===== src/rtl/tot_pulse_pkg.sv =====
// -----------------------------------------------------------------------------
// tot_pulse_pkg
// Shared definitions for the calibration pulse generator: the pulser state
// encoding, the default field widths and the minimum inter-pulse gap.
// No ports (package).
// -----------------------------------------------------------------------------
package tot_pulse_pkg;

  localparam int DEF_HIGH_BITS  = 16;
  localparam int DEF_GAP_BITS   = 16;
  localparam int DEF_COUNT_BITS = 16;

  // A programmed gap of zero is stretched to this many low cycles so that
  // consecutive pulses always show a distinct rising edge.
  localparam int MIN_GAP = 1;

  typedef enum logic [1:0] {
    ST_IDLE = 2'd0,
    ST_HIGH = 2'd1,
    ST_GAP  = 2'd2
  } state_e;

  // Width of a counter shared between two fields of different widths.
  function automatic int max_width(input int a, input int b);
    return (a > b) ? a : b;
  endfunction

endpackage


===== src/rtl/tot_phase_counter.sv =====
// -----------------------------------------------------------------------------
// tot_phase_counter
// Loadable down-counter used to time both the high and the gap phase.
// A load strobe places the phase length in the counter; it then counts down
// and parks at 1. terminal is high while the count is 1, i.e. during the last
// cycle of the phase.
// Ports:
//   clk      in   clock
//   rst      in   asynchronous active-high reset
//   load     in   load strobe (takes priority over counting)
//   load_val in   phase length to load (>= 1 when used)
//   terminal out  last cycle of the current phase
// -----------------------------------------------------------------------------
module tot_phase_counter
  import tot_pulse_pkg::*;
#(
  parameter int WIDTH = DEF_HIGH_BITS
) (
  input  logic             clk,
  input  logic             rst,
  input  logic             load,
  input  logic [WIDTH-1:0] load_val,
  output logic             terminal
);

  logic [WIDTH-1:0] count_q;
  logic [WIDTH-1:0] count_d;

  // Next count: load, otherwise count down to 1 and hold there (never wraps).
  always_comb begin
    count_d = count_q;
    if (load) begin
      count_d = load_val;
    end else if (count_q > WIDTH'(1)) begin
      count_d = count_q - WIDTH'(1);
    end else begin
      count_d = count_q;
    end
  end

  // Count register.
  always_ff @(posedge clk or posedge rst) begin
    if (rst) begin
      count_q <= {WIDTH{1'b0}};
    end else begin
      count_q <= count_d;
    end
  end

  assign terminal = (count_q == WIDTH'(1));

endmodule


===== src/rtl/tot_pulse_generator.sv =====
// -----------------------------------------------------------------------------
// tot_pulse_generator
// On-board calibration pulser feeding the SIGNAL input of the TOT calculators.
// On START (in IDLE) it latches the configuration and emits PULSE_COUNT pulses,
// each HIGH_CYCLES high, separated by max(GAP_CYCLES,1) low cycles.
// Ports:
//   CLK          in   fast TOT clock
//   RESET        in   asynchronous active-high reset
//   START        in   start a train (only looked at in IDLE)
//   ABORT        in   stop the current train (wins over START)
//   HIGH_CYCLES  in   high time per pulse
//   GAP_CYCLES   in   low time between pulses
//   PULSE_COUNT  in   pulses per train
//   SIGNAL_OUT   out  registered pulse line
//   BUSY         out  train in progress
//   DONE         out  one-cycle strobe on normal completion
//   PULSES_SENT  out  fully completed pulses in the current/last train
// -----------------------------------------------------------------------------
module tot_pulse_generator
  import tot_pulse_pkg::*;
#(
  parameter int HIGH_BITS  = DEF_HIGH_BITS,
  parameter int GAP_BITS   = DEF_GAP_BITS,
  parameter int COUNT_BITS = DEF_COUNT_BITS
) (
  input  logic                  CLK,
  input  logic                  RESET,
  input  logic                  START,
  input  logic                  ABORT,
  input  logic [HIGH_BITS-1:0]  HIGH_CYCLES,
  input  logic [GAP_BITS-1:0]   GAP_CYCLES,
  input  logic [COUNT_BITS-1:0] PULSE_COUNT,
  output logic                  SIGNAL_OUT,
  output logic                  BUSY,
  output logic                  DONE,
  output logic [COUNT_BITS-1:0] PULSES_SENT
);

  localparam int PHASE_BITS = max_width(HIGH_BITS, GAP_BITS);

  state_e                state_q, state_d;
  logic                  signal_q, signal_d;
  logic                  busy_q, busy_d;
  logic                  done_q, done_d;
  logic [COUNT_BITS-1:0] pulses_sent_q, pulses_sent_d;
  logic [COUNT_BITS-1:0] remaining_q, remaining_d;
  logic [COUNT_BITS-1:0] count_len_q, count_len_d;
  logic [HIGH_BITS-1:0]  high_len_q, high_len_d;
  logic [GAP_BITS-1:0]   gap_len_q, gap_len_d;

  logic                  phase_load_s;
  logic [PHASE_BITS-1:0] phase_load_val_s;
  logic                  phase_terminal_s;
  logic [GAP_BITS-1:0]   gap_eff_s;

  assign gap_eff_s = (gap_len_q < GAP_BITS'(MIN_GAP)) ? GAP_BITS'(MIN_GAP) : gap_len_q;

  tot_phase_counter #(
    .WIDTH (PHASE_BITS)
  ) u_phase_counter (
    .clk      (CLK),
    .rst      (RESET),
    .load     (phase_load_s),
    .load_val (phase_load_val_s),
    .terminal (phase_terminal_s)
  );

  // Next-state and next-output logic of the pulser.
  always_comb begin
    state_d          = state_q;
    signal_d         = signal_q;
    busy_d           = busy_q;
    done_d           = 1'b0;
    pulses_sent_d    = pulses_sent_q;
    remaining_d      = remaining_q;
    count_len_d      = count_len_q;
    high_len_d       = high_len_q;
    gap_len_d        = gap_len_q;
    phase_load_s     = 1'b0;
    phase_load_val_s = PHASE_BITS'(high_len_q);

    case (state_q)
      ST_IDLE: begin
        if (START && !ABORT) begin
          high_len_d    = HIGH_CYCLES;
          gap_len_d     = GAP_CYCLES;
          count_len_d   = PULSE_COUNT;
          pulses_sent_d = {COUNT_BITS{1'b0}};
          if ((HIGH_CYCLES == {HIGH_BITS{1'b0}}) || (PULSE_COUNT == {COUNT_BITS{1'b0}})) begin
            // Empty train: report completion without ever going busy.
            done_d = 1'b1;
          end else begin
            state_d          = ST_HIGH;
            signal_d         = 1'b1;
            busy_d           = 1'b1;
            remaining_d      = PULSE_COUNT;
            phase_load_s     = 1'b1;
            phase_load_val_s = PHASE_BITS'(HIGH_CYCLES);
          end
        end else begin
          state_d  = ST_IDLE;
          signal_d = 1'b0;
          busy_d   = 1'b0;
        end
      end

      ST_HIGH: begin
        if (ABORT) begin
          // Truncated pulse is not counted.
          state_d  = ST_IDLE;
          signal_d = 1'b0;
          busy_d   = 1'b0;
        end else if (phase_terminal_s) begin
          signal_d      = 1'b0;
          remaining_d   = remaining_q - COUNT_BITS'(1);
          pulses_sent_d = (pulses_sent_q < count_len_q) ? (pulses_sent_q + COUNT_BITS'(1))
                                                        : pulses_sent_q;
          if (remaining_q == COUNT_BITS'(1)) begin
            state_d = ST_IDLE;
            busy_d  = 1'b0;
            done_d  = 1'b1;
          end else begin
            state_d          = ST_GAP;
            phase_load_s     = 1'b1;
            phase_load_val_s = PHASE_BITS'(gap_eff_s);
          end
        end else begin
          signal_d = 1'b1;
        end
      end

      ST_GAP: begin
        if (ABORT) begin
          state_d  = ST_IDLE;
          signal_d = 1'b0;
          busy_d   = 1'b0;
        end else if (phase_terminal_s) begin
          state_d          = ST_HIGH;
          signal_d         = 1'b1;
          phase_load_s     = 1'b1;
          phase_load_val_s = PHASE_BITS'(high_len_q);
        end else begin
          signal_d = 1'b0;
        end
      end

      default: begin
        state_d  = ST_IDLE;
        signal_d = 1'b0;
        busy_d   = 1'b0;
      end
    endcase
  end

  // State, configuration and output registers.
  always_ff @(posedge CLK or posedge RESET) begin
    if (RESET) begin
      state_q       <= ST_IDLE;
      signal_q      <= 1'b0;
      busy_q        <= 1'b0;
      done_q        <= 1'b0;
      pulses_sent_q <= {COUNT_BITS{1'b0}};
      remaining_q   <= {COUNT_BITS{1'b0}};
      count_len_q   <= {COUNT_BITS{1'b0}};
      high_len_q    <= {HIGH_BITS{1'b0}};
      gap_len_q     <= {GAP_BITS{1'b0}};
    end else begin
      state_q       <= state_d;
      signal_q      <= signal_d;
      busy_q        <= busy_d;
      done_q        <= done_d;
      pulses_sent_q <= pulses_sent_d;
      remaining_q   <= remaining_d;
      count_len_q   <= count_len_d;
      high_len_q    <= high_len_d;
      gap_len_q     <= gap_len_d;
    end
  end

  assign SIGNAL_OUT  = signal_q;
  assign BUSY        = busy_q;
  assign DONE        = done_q;
  assign PULSES_SENT = pulses_sent_q;

endmodule


===== config.mk =====
export PLATFORM = sky130hd
export DESIGN_NAME = tot_pulse_generator
export DESIGN_NICKNAME = d
export VERILOG_FILES = /design/src/rtl/tot_pulse_pkg.sv /design/src/rtl/tot_phase_counter.sv /design/src/rtl/tot_pulse_generator.sv
export SDC_FILE = /design/constraint.sdc
export NUM_CORES = 1
export LEC_CHECK = 0
export ABC_AREA = 0
export BUFFER_PORTS_ARGS = -buffer_cell sky130_fd_sc_hd__buf_2
export CAP_MARGIN = 20
export CORE_MARGIN = 2
export CORE_UTILIZATION = 59
export CTS_BUF_LIST = sky130_fd_sc_hd__clkbuf_16
export DETAILED_ROUTE_END_ITERATION = 10
export PLACE_DENSITY_LB_ADDON = 0.25
export SYNTH_ARGS = -nofsm -noshare
export SYNTH_HDL_FRONTEND = slang
export SYNTH_SLANG_ARGS = --single-unit

===== constraint.sdc =====
create_clock -name CLK -period 4.1 [get_ports CLK]
set_input_delay 1.23 -clock CLK [delete_from_list [all_inputs] [get_ports CLK]]
set_output_delay 1.23 -clock CLK [all_outputs]
set_load 0.05 [all_outputs]

# Yosys cells after proc, flatten, opt, wreduce, memory -nomap -nowiden

Cells that the tools add are included.

Flip-flop bits (word level): 101
Input port bits: 52
Output and inout port bits: 19
Logic and storage cells: 94

$add $sub $neg: 3
Magnitude comparators: 3
Eq/ne operators: 14
Mux-type cells: 51
Reductions and logical operators: 13

Operators with widths:

| operator                | number |
|---|---|
| $mux W16                | 16 |
| $pmux W16 S2            | 3 |
| $eq A16 B1 Y1 const B   | 2 |
| $logic_not A16 Y1       | 2 |
| $sub A16 B1 Y16 const B | 2 |
| $mux W1                 | 20 |
| $add A16 B1 Y16 const B | 1 |
| $gt A16 B1 Y1 const B   | 1 |
| $lt A16 B1 Y1 const B   | 1 |
| $lt A16 B16 Y1          | 1 |
| $mux W2                 | 7 |
| $ne A2 B2 Y1 const B    | 6 |
| $ne A3 B3 Y1 const B    | 4 |
| $reduce_and A5 Y1       | 2 |
| $pmux W1 S3             | 3 |
| $pmux W2 S3             | 1 |
| $reduce_and A4 Y1       | 1 |
| $reduce_bool A2 Y1      | 2 |
| $reduce_and A3 Y1       | 1 |
| $eq A2 B1 Y1 const B    | 1 |
| $eq A2 B2 Y1 const B    | 1 |
| $logic_not A2 Y1        | 1 |
| $pmux W1 S2             | 1 |
| $reduce_and A2 Y1       | 1 |
| 3 further kinds         | 3 |

# Logic depth before layout (Yosys ltp)

Word-level depth: 7
Mapped depth: 10
Gate-level depth less buffers: 9

# By module

From an unflattened synthesis, not the netlist that was laid out.

Cells, all modules: 686
Area, all modules: 5775.5 um2

By module, submodules not included:

| module              | times used | cells each | area each (um2) | seq. area each (um2) |
|---|---|---|---|---|
| tot_pulse_generator | 1          | 567        | 4752.1          | 2127.0 |
| tot_phase_counter   | 1          | 119        | 1023.5          | 400.4 |

# Worst setup path after synthesis

Ideal clock, no wire load.

Path kind: in2reg
Start: in ABORT
End: reg pulses_sent_q[6] (netlist: PULSES_SENT[6])
Setup time: 0.120 ns
Data arrival time: 2.821 ns
Required time: 3.980 ns
Slack: 1.159 ns
Cell stages on the path: 9
Path buffers: 2
Cells stage by stage: clkbuf_1 nor4b_4 nor2_1 a2bb2oi_1 o41ai_1 buf_2 nor3_2 a211oi_1 a31o_1

Word-level cells in the longest chain between the ends: 4
Elaborated cells on any way between the ends: 5
Those cells by class: 2 x eq/ne; 3 x reduce/logical

Ends and longest elaborated chain:

| element                              | line                       | RTL |
|---|---|---|
| from (decl)                          | tot_pulse_generator.sv:29  | `input logic ABORT,` |
| $logic_not A1 Y1                     | tot_pulse_generator.sv:84  | `if (START && !ABORT) begin` |
| $logic_and A1 B1 Y1                  | tot_pulse_generator.sv:84  |  |
| $ne A2 B2 Y1 (no source line)        | --                         |  |
| $reduce_and A5 Y1 (no source line) * | --                         |  |
| to (signal assigned)                 | tot_pulse_generator.sv:162 | `pulses_sent_q <= {COUNT_BITS{1'b0}};` |
| to (signal assigned)                 | tot_pulse_generator.sv:172 | `pulses_sent_q <= pulses_sent_d;` |
| to (decl)                            | tot_pulse_generator.sv:45  | `logic [COUNT_BITS-1:0] pulses_sent_q, pulses_sent_d;` |

Mark *: on every way between the ends. The rest lies on a longest branch, timed or not.
A chain may end at the register's enable or synchronous reset.

# Worst setup path in the final report

Start: reg remaining_q[2]
End: reg u_phase_counter.count_q[9]

Word-level cells in the longest chain between the ends: 6
Elaborated cells on any way between the ends: 11
Those cells by class: 1 x eq/ne; 9 x mux; 1 x reduce/logical

Ends and longest elaborated chain:

| element                                        | line                       | RTL |
|---|---|---|
| from (decl)                                    | tot_pulse_generator.sv:46  | `logic [COUNT_BITS-1:0] remaining_q, remaining_d;` |
| from (signal assigned)                         | tot_pulse_generator.sv:163 | `remaining_q <= {COUNT_BITS{1'b0}};` |
| from (signal assigned)                         | tot_pulse_generator.sv:173 | `remaining_q <= remaining_d;` |
| $eq A16 B1 Y1 *                                | tot_pulse_generator.sv:118 | `if (remaining_q == COUNT_BITS'(1)) begin` |
| $mux W1 or $mux W16 (tied branches)            | tot_pulse_generator.sv:118 |  |
| $mux W1 or $mux W16 (tied branches)            | tot_pulse_generator.sv:113 | `end else if (phase_terminal_s) begin` |
| $mux W1 or $mux W16 (tied branches)            | tot_pulse_generator.sv:108 | `if (ABORT) begin` |
| $pmux W1 S3 or $pmux W16 S2 (tied branches)    | tot_pulse_generator.sv:82  | `case (state_q)` |
| $mux W16 or $reduce_bool A2 Y1 (tied branches) | --                         |  |
| to (signal assigned)                           | tot_phase_counter.sv:44    | `count_q <= {WIDTH{1'b0}};` |
| to (signal assigned)                           | tot_phase_counter.sv:46    | `count_q <= count_d;` |
| to (decl)                                      | tot_phase_counter.sv:26    | `logic [WIDTH-1:0] count_q;` |

Marked as above.

==> impl_metrics.csv <==
group,metric,value,unit
outcome,outcome,"completed",
die,row_count,36,
routing,m1WireLength,6464,um
routing,via_per_inst,6.054,
die,ios,71,
sta,setup_viol,0,
synthesis,async_flop_share,1.000,
sta,hold_viol,0,
placed_design,numPlacedInstances,838,
min_path,holdPathStages,1,
placed_design,gp_congestion,0.8781,
sta,tightest_slew,1041,ps
synthesis,yosys_register_bits,101,
finish,final_nets,789,
min_path,min-delay-start,"SIGNAL_OUT",
synthesis,syn_nets,732,
routing,wl_per_cell,17.03,um
routing,drc,0,
die,core,0.009684,mm^2
die,start_util,0.6010,
critical_path,crit_family,"compound AO/OA/AOI/OAI gates",
clock_network,cts_tree,"built",
clock_network,cts_htree_levels,3,
synthesis,synth_top_area_cell,"dfrtp_1",
critical_path,crit_buf_inv,0,
critical_path,crit_fanout,17,
routing,first_iter_violations,609,
grt,grtUsageTotal,0.2902,
sta,fin_crit_sh,0.7810,
critical_path,cp_num_cells,5,
power,power_density,422.6,mW/mm^2
routing,routed_wl,14560,um
clock_network,numCtsBuffers,9,
synthesis,ys_warn_count,0,
critical_path,path_class,"reg -> reg",
synthesis,synth.avg_cell_area,8.819,um^2
finish,finalNonFillerCells,855,
placed_design,port_buffers,70,
power,leakage,3.062,nW
finish,design_area,0.006580,mm^2
flow_run,cap_violations,0,
synthesis,synth.top_cells.by_area,"dfrtp_1, nand2_1, a21oi_1",
sta,max_freq,312.3,MHz
critical_path,critPathMaxStageDelay,940,ps
clock_network,postCtsSetupBuffers,0,
clock_network,cts_buffer_depth,2,
critical_path,timing.rr.start,"remaining_q[2]",
sta,maxSlewHeadroom,0.2986,
synthesis,synth-edff-count,0,
routing,drt.antenna.violating_nets,0,
finish,syn_to_final_growth,13.05,%
critical_path,crit_start,"remaining_q[2]",
synthesis,syn-instance-count,660,
routing,drt_pass1_iterations,6,
clock_network,clkTransAtPathRegs,70,ps
placed_design,placed_area,0.006289,mm^2
die,die_w,103.3,um
grt,grt_pass1_wl,24070,um
clock_network,cts_resized,0,
synthesis,synth_ff_type,"dfrtp_1",
die,die_y,103.3,um
sta,slew_viol_final,0,
finish,drive_above_1_share,0.1856,
grt,grt_pass1_vias,4867,
critical_path,r2r_cells,5,
critical_path,cp_data_required_time,4310,ps
grt,gr-total-overflow,0,
grt,grt_max_degree,102,
routing,vias,5176,
sta,period_needed,3202,ps
power,ir_drop,191.1,uV
finish,fin_util,0.6795,
clock_network,clkSinkCount,101,
die,die_area,0.01068,mm^2
sta,final.setup.tns,0,ps
routing,dr_wl_met3,1113,um
critical_path,critPathLaunchType,"flip-flop",
clock_network,hold_buffers,0,
clock_network,clock_latency,350,ps
sta,skew,7.870,ps
critical_path,crit_chain,"or4_1 > o311ai_4 > mux2_2 > a222oi_1 > a21oi_1",
synthesis,syn_area,0.005821,mm^2
synthesis,yosysSeqAreaShare,0.4342,
routing,routed.top_layer,"met4",
finish,diodes,0,
critical_path,cp-end-kind,"flip-flop",
clock_network,root_buffer,"clkbuf_16",
synthesis,synth_top_area_frac,0.4342,
routing,wl_met2,6594,um
critical_path,worstPathArrival,3410,ps
grt,antenna_found_initial,0,
sta,rsz0062_at_grt,"no",
power,p_total,2.781,mW
min_path,hp-class,"reg -> reg",
synthesis,ys_types,60,
critical_path,critPathSlowestCell,"o311ai_4",
placed_design,dp_hpwl,10250,um
cell usage after synthesis (all sizes together), types with 4 or more instances:
master,number
nand2,148
dfrtp,101
a21oi,51
o21ai,41
nor2,39
inv,25
clkbuf,24
nor3,23
ha,20
nor4,18
mux2,17
a222oi,14
buf,12
xnor2,12
nand3,11
nand4,11
xor2,7
mux2i,6
and3,5
nand2b,5
nor2b,5
o22ai,5
a211oi,4
and4,4
or3,4
where the power goes:
part	internal, mW	switching (mW)
clock network	0.414	0.385
logic	0.265	0.369
registers	1.17	0.179
total	1.85	0.932
layout make-up:
| cell class | count | area [um^2] |
|---|---|---|
| Fill cell | 772 | 3104 |
| Sequential cell | 101 | 2527 |
| Tap cell | 133 | 166.4 |
| Clock buffer | 9 | 225.2 |
| Inverter | 25 | 96.34 |
| Timing Repair Buffer | 82 | 460.4 |
| Clock inverter | 7 | 51.30 |
| Multi-Input combinational cell | 498 | 3053 |
cells in the final DEF (no fill, tap or decap), types with 12 or more instances in the layout:
master    count
a222oi_1     14
buf_2        70
nor3_1       19
nor2_1       39
xnor2_1      12
nand2_1     148
a21oi_1      51
ha_1         20
nor4_1       14
inv_1        24
o21ai_0      39
dfrtp_1     101
metrics by stage:
stage	hold slack (ps)	setup WS (ps)
floorplan	437.9	222.9
global placement	468.5	773.7
detailed placement	481.8	695.0
CTS	499.7	938.0
global route	520.1	745.6
finish	496.3	898.0
cells by family (layout without fill, tap and decap cells):
group	count (synthesis)	in the layout	synth area share
buffers and inverters	61	123	0.04364
DFF	101	101	0.4342
AOI/OAI and AO/OA	144	144	0.1589
and+or+nand+nor	292	292	0.2440
muxes	23	23	0.04772
adders and majority gates	20	20	0.04299
xor gates and xnor gates	19	19	0.02859
path summary, 6_finish.rpt:
check | slack [ps] | to
min in group asynchronous | 990 | remaining_q[4]
max in group asynchronous | 2650 | count_len_q[5]
min reg2reg | 500 | SIGNAL_OUT
max | 900 | u_phase_counter.count_q[9]
max reg2reg | 900 | u_phase_counter.count_q[9]
min | 500 | SIGNAL_OUT
routing by layer:
| metal | track usage | vias up |
|---|---|---|
| met3 | 0.05309 | 35 |
| met4 | 0.1063 | 0 |
| met1 | 0.4282 | 2450 |
| li1 | - | 2470 |
| met2 | 0.4306 | 221 |
| met5 | 0 | - |
registers in the layout, indices dropped and copies added (netlist names):
signal	count
count_len_q	16
remaining_q	16
BUSY	1
SIGNAL_OUT	1
high_len_q	16
gap_len_q	16
DONE	1
u_phase_counter.count_q	16
state_q	2
PULSES_SENT	16
worst reg2reg max path, delay by kind of cell (launching register included):
family | cells | cell delay (ps)
AOI/OAI and AO/OA | 3 | 1540
muxes | 1 | 430
DFF | 1 | 440
and+or+nand+nor | 1 | 660
Note: power is estimated with default switching activity, not from simulation.
